--- config.mk ---
export PLATFORM = sky130hd
export DESIGN_NAME = mash_combiner_flat
export DESIGN_NICKNAME = d
export VERILOG_FILES = /design/src/rtl/mash_combiner_if.sv /design/src/rtl/mash_combiner.sv /design/src/flat_wrapper.sv
export SDC_FILE = /design/constraint.sdc
export NUM_CORES = 1
export LEC_CHECK = 0
export BUFFER_PORTS_ARGS = -buffer_cell sky130_fd_sc_hd__buf_2
export CAP_MARGIN = 40
export CORE_UTILIZATION = 56
export CTS_BUF_LIST = sky130_fd_sc_hd__clkbuf_16
export DETAILED_ROUTE_END_ITERATION = 6
export PLACE_DENSITY = 0.91
export SYNTH_ARGS = -nofsm -noshare
export SYNTH_HDL_FRONTEND = slang
export SYNTH_SLANG_ARGS = --single-unit
export TNS_END_PERCENT = 30
--- constraint.sdc ---
create_clock -name clk -period 7.1 [get_ports clk]
set_input_delay 0.71 -clock clk [delete_from_list [all_inputs] [get_ports clk]]
set_output_delay 0.71 -clock clk [all_outputs]
set_load 0.01 [all_outputs]
--- src/rtl/mash_combiner_if.sv ---
// mash_combiner_if
//   Sample-side bundle of the MASH error-cancellation combiner.
//   master : accumulator chain / bench side, drives the strobe, carries and
//            requested order, receives the combined output and flags.
//   slave  : the combiner itself.
//   Signals:
//     en        sample strobe, one carry vector consumed per en=1 cycle
//     carry_in  bit k-1 is the carry of stage k
//     order_sel requested modulator order (clamped inside to 1..MAX_ORDER)
//     out_f     signed combined output, OUT_W bits
//     out_valid one-cycle pulse marking a new out_f
//     order_chg pulses with out_valid on the first sample after an order change
//     sat       pulses with out_valid when out_f was clamped
interface mash_combiner_if #(
  parameter int MAX_ORDER = 3,
  parameter int OUT_W     = 5
);
  logic                    en;
  logic [MAX_ORDER-1:0]    carry_in;
  logic [2:0]              order_sel;
  logic signed [OUT_W-1:0] out_f;
  logic                    out_valid;
  logic                    order_chg;
  logic                    sat;

  modport master (
    output en, carry_in, order_sel,
    input  out_f, out_valid, order_chg, sat
  );

  modport slave (
    input  en, carry_in, order_sel,
    output out_f, out_valid, order_chg, sat
  );
endinterface

--- src/rtl/mash_combiner.sv ---
// mash_combiner
//   Error-cancellation network of a MASH delta-sigma modulator. Stage k's
//   carry is filtered by (1 - z^-1)^(k-1) and all active stages are summed
//   into one signed output. The order K is selectable at runtime; stages above
//   K are masked. Switching K clears every history so the new order starts
//   from a clean state.
//   Ports:
//     clk    clock
//     rst_n  asynchronous active-low reset
//     bus    mash_combiner_if.slave (en, carry_in, order_sel in;
//            out_f, out_valid, order_chg, sat out)
//   Parameters: MAX_ORDER (1..4), OUT_W (output width).
//   Build option: define MASH_COMB_SAT_EN to clamp the output to the OUT_W
//   signed range and report clamps on sat; otherwise the output wraps and
//   sat is tied low.
module mash_combiner #(
  parameter int MAX_ORDER = 3,
  parameter int OUT_W     = 5
) (
  input  logic            clk,
  input  logic            rst_n,
  mash_combiner_if.slave  bus
);

  // Internal sum width is fixed at 6 bits (range -7..8 at order 4); widen
  // only when the output itself is wider.
  localparam int EXT_W = (OUT_W > 6) ? OUT_W : 6;

  // Binomial weights with alternating sign: taps of (1 - z^-1)^(k-1).
  function automatic logic signed [5:0] coef(input int k, input int j);
    logic signed [5:0] c;
    c = 6'sd0;
    case (k)
      1: c = 6'sd1;
      2: c = (j == 0) ? 6'sd1 : -6'sd1;
      3: begin
        case (j)
          0:       c = 6'sd1;
          1:       c = -6'sd2;
          default: c = 6'sd1;
        endcase
      end
      default: begin
        case (j)
          0:       c = 6'sd1;
          1:       c = -6'sd3;
          2:       c = 6'sd3;
          default: c = -6'sd1;
        endcase
      end
    endcase
    return c;
  endfunction

  logic [2:0]           k_eff;
  logic [2:0]           k_q;
  logic                 chg;
  logic [MAX_ORDER-1:0] c_m;
  logic signed [5:0]    y;

  always_comb begin
    k_eff = bus.order_sel;
    if (bus.order_sel == 3'd0) begin
      k_eff = 3'd1;
    end else if (int'(bus.order_sel) > MAX_ORDER) begin
      k_eff = 3'(MAX_ORDER);
    end
  end

  assign chg = bus.en && (k_eff != k_q);

  always_comb begin
    c_m = '0;
    for (int k = 0; k < MAX_ORDER; k++) begin
      c_m[k] = bus.carry_in[k] && (k < int'(k_eff));
    end
  end

  // One block per stage: its own history and weighted term, plus a running
  // sum chained from the previous stage.
  for (genvar k = 1; k <= MAX_ORDER; k++) begin : g_st
    logic signed [5:0] s;
    logic signed [5:0] acc;

    if (k == 1) begin : g_first
      assign s = c_m[0] ? 6'sd1 : 6'sd0;
    end else begin : g_hist
      // hist[j-1] holds c_k[n-j]; an order change makes the delayed taps
      // read as zero for this sample and restarts the shift from zero.
      logic [k-2:0] hist;
      logic [k-2:0] base;

      assign base = chg ? '0 : hist;

      if (k == 2) begin : g_sh1
        always_ff @(posedge clk or negedge rst_n) begin
          if (!rst_n) begin
            hist <= '0;
          end else if (bus.en) begin
            hist <= c_m[1];
          end
        end
      end else begin : g_shn
        always_ff @(posedge clk or negedge rst_n) begin
          if (!rst_n) begin
            hist <= '0;
          end else if (bus.en) begin
            hist <= {base[k-3:0], c_m[k-1]};
          end
        end
      end

      always_comb begin
        s = c_m[k-1] ? coef(k, 0) : 6'sd0;
        for (int j = 1; j < k; j++) begin
          if (base[j-1]) begin
            s = s + coef(k, j);
          end
        end
      end
    end

    if (k == 1) begin : g_acc0
      assign acc = s;
    end else begin : g_accn
      assign acc = g_st[k-1].acc + s;
    end
  end

  assign y = g_st[MAX_ORDER].acc;

  logic signed [EXT_W-1:0] y_ext;
  logic signed [OUT_W-1:0] out_next;
  logic                    sat_next;

  assign y_ext = EXT_W'(y);

`ifdef MASH_COMB_SAT_EN
  localparam logic signed [EXT_W-1:0] OUT_MAX = EXT_W'((1 << (OUT_W - 1)) - 1);
  localparam logic signed [EXT_W-1:0] OUT_MIN = EXT_W'(-(1 << (OUT_W - 1)));

  always_comb begin
    sat_next = 1'b0;
    out_next = OUT_W'(y_ext);
    if (y_ext > OUT_MAX) begin
      out_next = OUT_W'(OUT_MAX);
      sat_next = 1'b1;
    end else if (y_ext < OUT_MIN) begin
      out_next = OUT_W'(OUT_MIN);
      sat_next = 1'b1;
    end
  end
`else
  assign out_next = OUT_W'(y_ext);
  assign sat_next = 1'b0;
`endif

  logic signed [OUT_W-1:0] out_q;
  logic                    valid_q;
  logic                    chg_q;
  logic                    sat_q;

  always_ff @(posedge clk or negedge rst_n) begin
    if (!rst_n) begin
      out_q   <= '0;
      valid_q <= 1'b0;
      chg_q   <= 1'b0;
      sat_q   <= 1'b0;
      k_q     <= 3'(MAX_ORDER);
    end else begin
      valid_q <= bus.en;
      chg_q   <= chg;
      sat_q   <= bus.en && sat_next;
      if (bus.en) begin
        out_q <= out_next;
        k_q   <= k_eff;
      end
    end
  end

  assign bus.out_f     = out_q;
  assign bus.out_valid = valid_q;
  assign bus.order_chg = chg_q;
  assign bus.sat       = sat_q;

endmodule

--- src/flat_wrapper.sv ---
// flat-port wrapper written by rule: the top's interface ports become plain ports
module mash_combiner_flat 
#(
  parameter int MAX_ORDER = 3,
  parameter int OUT_W     = 5
)
  (clk, rst_n, bus_en, bus_carry_in, bus_order_sel, bus_out_f, bus_out_valid, bus_order_chg, bus_sat);
  mash_combiner_if #(.MAX_ORDER(MAX_ORDER), .OUT_W(OUT_W)) bus_i ();
  input  logic clk;
  input  logic rst_n;
  input wire logic [$bits(bus_i.en)-1:0] bus_en;
  input wire logic [$bits(bus_i.carry_in)-1:0] bus_carry_in;
  input wire logic [$bits(bus_i.order_sel)-1:0] bus_order_sel;
  output wire logic [$bits(bus_i.out_f)-1:0] bus_out_f;
  output wire logic [$bits(bus_i.out_valid)-1:0] bus_out_valid;
  output wire logic [$bits(bus_i.order_chg)-1:0] bus_order_chg;
  output wire logic [$bits(bus_i.sat)-1:0] bus_sat;
  assign bus_i.en = bus_en;
  assign bus_i.carry_in = bus_carry_in;
  assign bus_i.order_sel = bus_order_sel;
  assign bus_out_f = bus_i.out_f;
  assign bus_out_valid = bus_i.out_valid;
  assign bus_order_chg = bus_i.order_chg;
  assign bus_sat = bus_i.sat;
  mash_combiner #(.MAX_ORDER(MAX_ORDER), .OUT_W(OUT_W)) u_core (.clk(clk), .rst_n(rst_n), .bus(bus_i));
endmodule
==> flow_summary.toml <==
[timing]
drv_slew = 0
finalSetupViolCount = 0
fin_crit_sh = 0.4712
min_period_ps = 3345
fmax_mhz = 298.9
finalSetupTns_ps = 0
rsz0062_at_grt = "false"
final_hold_viol_count = 0
fin_worst_skew_ps = 3.029
hold_slack_ps = 346.4

[floorplanning]
start_util = 0.6163
std_cell_rows = 13
die_h_um = 40.32
chipWidth_um = 40.32
dieArea_um2 = 1625
pin_count = 17
core_um2 = 1334

[clock_network]
cts.path.max_buffers = 2
cts_tree = "built"
clock_sinks = 13
cts.hold.buffers_added = 0
cts_root_buf = "clkbuf_16"
clk_pin_slew_ps = 50
clkLatencyLatePin_ps = 240
ctsResizeCount = 0
post_cts_buffers = 0
cts_buffers = 3
cts_max_level = 1

[layout]
antennaDiodeCount = 0
fin_nets = 116
fillers = 97
layout-drive-gt1-share = 0.3265
fin_util = 0.7345
syn_to_final_growth_pct = 19.18
stdcell_area_um2 = 979.7

[power]
power_frac_seq = 0.363
swShare = 0.2724
power_density_nw_per_um2 = 261.7
p_leak_nw = 0.4621
intPower_mw = 0.1866
p_total_mw = 0.2564
comb_power_share = 0.228
ir_worst_vdd_v = 0.0001995
switchingPower_mw = 0.06984
power_frac_clock = 0.410

[global_route]
grt-ovfl-total = 0
grt_util_all_layers = 0.2291
grt_pass1_wl_um = 2249
grt_pass1_vias = 569
antenna_found_initial = 0
grt_max_degree = 17

[detailed_routing]
drt_iter0_drc = 15
vias = 629
via_per_inst = 5.566
wl_per_cell_um = 13.30
wirelength_um = 1503
drc = 0
drtPass1Iterations = 4
detail-route-antenna-nets = 0

[logic_synthesis]
synth_xor_area_frac = 0.01065
synth_area_per_cell_um2 = 10.02
synth_fa_ha_area_frac = 0.1583
syn_inst = 82
synth_compound_area_frac = 0.1857
muxShareOfSynthArea = 0.04110
ys_seq_area_frac = 0.3988
yosysWarnings = 0
ys_ff_latch = 13
synth.cell_area_um2 = 822.0
synth_fp_nets = 99
synth_cell_type_count = 29
synth-simple-area-share = 0.1507
synth_top_family_by_area = "compound AO/OA/AOI/OAI gates"

[worst_setup_path]
critPathMostFrequentCell = "fa_1"
cp.arrival_ps = 3470
slowest_stage = "fa_1"
critPathCaptureType = "register"
worstRegToRegCells = 11
critPathKind = "input pin to register"
reg2reg_from = "u_core.k_q[0]"
start_kind = "input pin"
reg2reg_to = "u_core.bus.out_f[4]"
worst_ep_required_time_ps = 7220
r2r_slack_ps = 3910
path_cells = "buf_2 > inv_2 > a221oi_2 > a31oi_2 > and2_2 > ha_1 > inv_1 > fa_1 > inv_1 > fa_1 > fa_1 > mux2_2"
cpPeakStageDelay_ps = 420
crit_fanout = 16

[job]
drv_cap = 0

[placement]
post-dp-hpwl_um = 1095
port_buffers = 15
post_dp_cell_area_um2 = 900.9
place_congestion = 0.8007

[outcome]
status = "complete, no violations"

[worst_hold_path]
hold_class = "input pin to asynchronous set/reset pin"
==> registers in the layout, indices dropped and copies added (netlist names) <==
register,flops
u_core.k_q,3
u_core.bus.order_chg,1
u_core.bus.out_f,5
u_core.bus.out_valid,1
u_core.g_st.g_hist.hist,3
==> logic make-up after synthesis <==
family,Yosys count
AO/OA/AOI/OAI,21
XOR/XNOR,1
adder cells (fa/ha/maj),8
buffers and inverters,10
flip-flops,13
multiplexers,3
other,1
AND/OR/NAND/NOR,25
==> through the flow <==
| step | setup slack (ps) | instances |
|---|---|---|
| final | 3755 | 113 |
| after global routing | 3629 | 113 |
| after CTS | 3759 | 113 |
| after detailed placement | 3533 | 109 |
| after global placement | 3602 | 109 |
| after floorplan | 3911 | 82 |
==> metal layers <==
metal / up-vias / track usage / share of wire
li1: 307 / - / -
met2: 21 / 0.3790 / 0.49
met4: 0 / 0.1250 / 0.021
met3: 5 / 0.08333 / 0.055
met5: - / 0 / 0
met1: 296 / 0.2535 / 0.44
==> power groups by stage <==
stage | Combinational [mW] | Sequential (mW) | Clock [mW]
5_1_grt | 0.0665 | 0.0955 | 0.110
6_report | 0.0584 | 0.0930 | 0.105
4_1_cts | 0.0590 | 0.0932 | 0.105
3_5_place_dp | 0.0583 | 0.0941 | 0
3_3_place_gp | 0.0553 | 0.0934 | 0
2_1_floorplan | 0.0331 | 0.0982 | 0
==> how the worst max path moves through the flow <==
| stage | endpoint | startpoint |
|---|---|---|
| 2_1_floorplan | u_core.bus.out_f[4] | bus_order_sel[1] |
| 3_3_place_gp | u_core.bus.out_f[4] | bus_en |
| 3_5_place_dp | u_core.bus.out_f[4] | bus_en |
| 4_1_cts | u_core.bus.out_f[4] | bus_en |
| 5_1_grt | u_core.bus.out_f[4] | bus_en |
| 6_report | u_core.bus.out_f[4] | bus_en |
==> cells in the mapped netlist (all sizes together) <==
library cell  number  area (µm²)
nor2               8       30.03
a21boi             1       7.510
mux2               3       33.78
o211a              1       10.01
fa                 4       80.08
a31oi              4       31.28
dfrtp             11       275.3
inv                7       26.27
and2b              1       7.510
conb               1       3.750
clkbuf             2       7.510
a221oi             1       15.01
buf                1       7.510
nor4b              1       15.01
o21ai              8       40.04
nor2b              1       6.260
nand2             10       37.54
and2               3       22.52
nand3              1       5.000
ha                 4       50.05
a21o               1       8.760
o21a               1       7.510
o211ai             1       7.510
a21oi              2       10.01
a311oi             1       15.01
dfstp              2       52.55
xnor2              1       8.760
==> cell usage in the layout (no fill, tap or decap), drive strengths merged, types with 2 or more instances in the layout <==
master,netlist,final
buf,1,15
and2,3,3
inv,7,8
dfstp,2,2
clkbuf,2,3
dfrtp,11,11
mux2,3,3
a31oi,4,4
ha,4,4
nand2,10,10
nor2,8,8
a21oi,2,2
o21ai,8,8
fa,4,4
==> worst max-delay path: cells and delay by family <==
kind / cells / cell delay, ps
and+or+nand+nor: 1 / 240
AOI/OAI and AO/OA: 2 / 410
buffers and inverters: 4 / 570
muxes: 1 / 260
adders and majority gates: 4 / 1260
==> cell type report <==
| cell class | instances | area (µm²) | share of cell area |
|---|---|---|---|
| clock buffers | 3 | 75.07 | 0.07663 |
| clock inverters | 1 | 3.754 | 0.003831 |
| inverters | 7 | 26.28 | 0.02682 |
| multi-input cells | 59 | 452.9 | 0.4623 |
| flip-flops and latches | 13 | 327.8 | 0.3346 |
| well taps | 15 | 18.77 | 0.01916 |
| repair buffers | 15 | 75.07 | 0.07663 |
(Power assumes the default switching activity.)
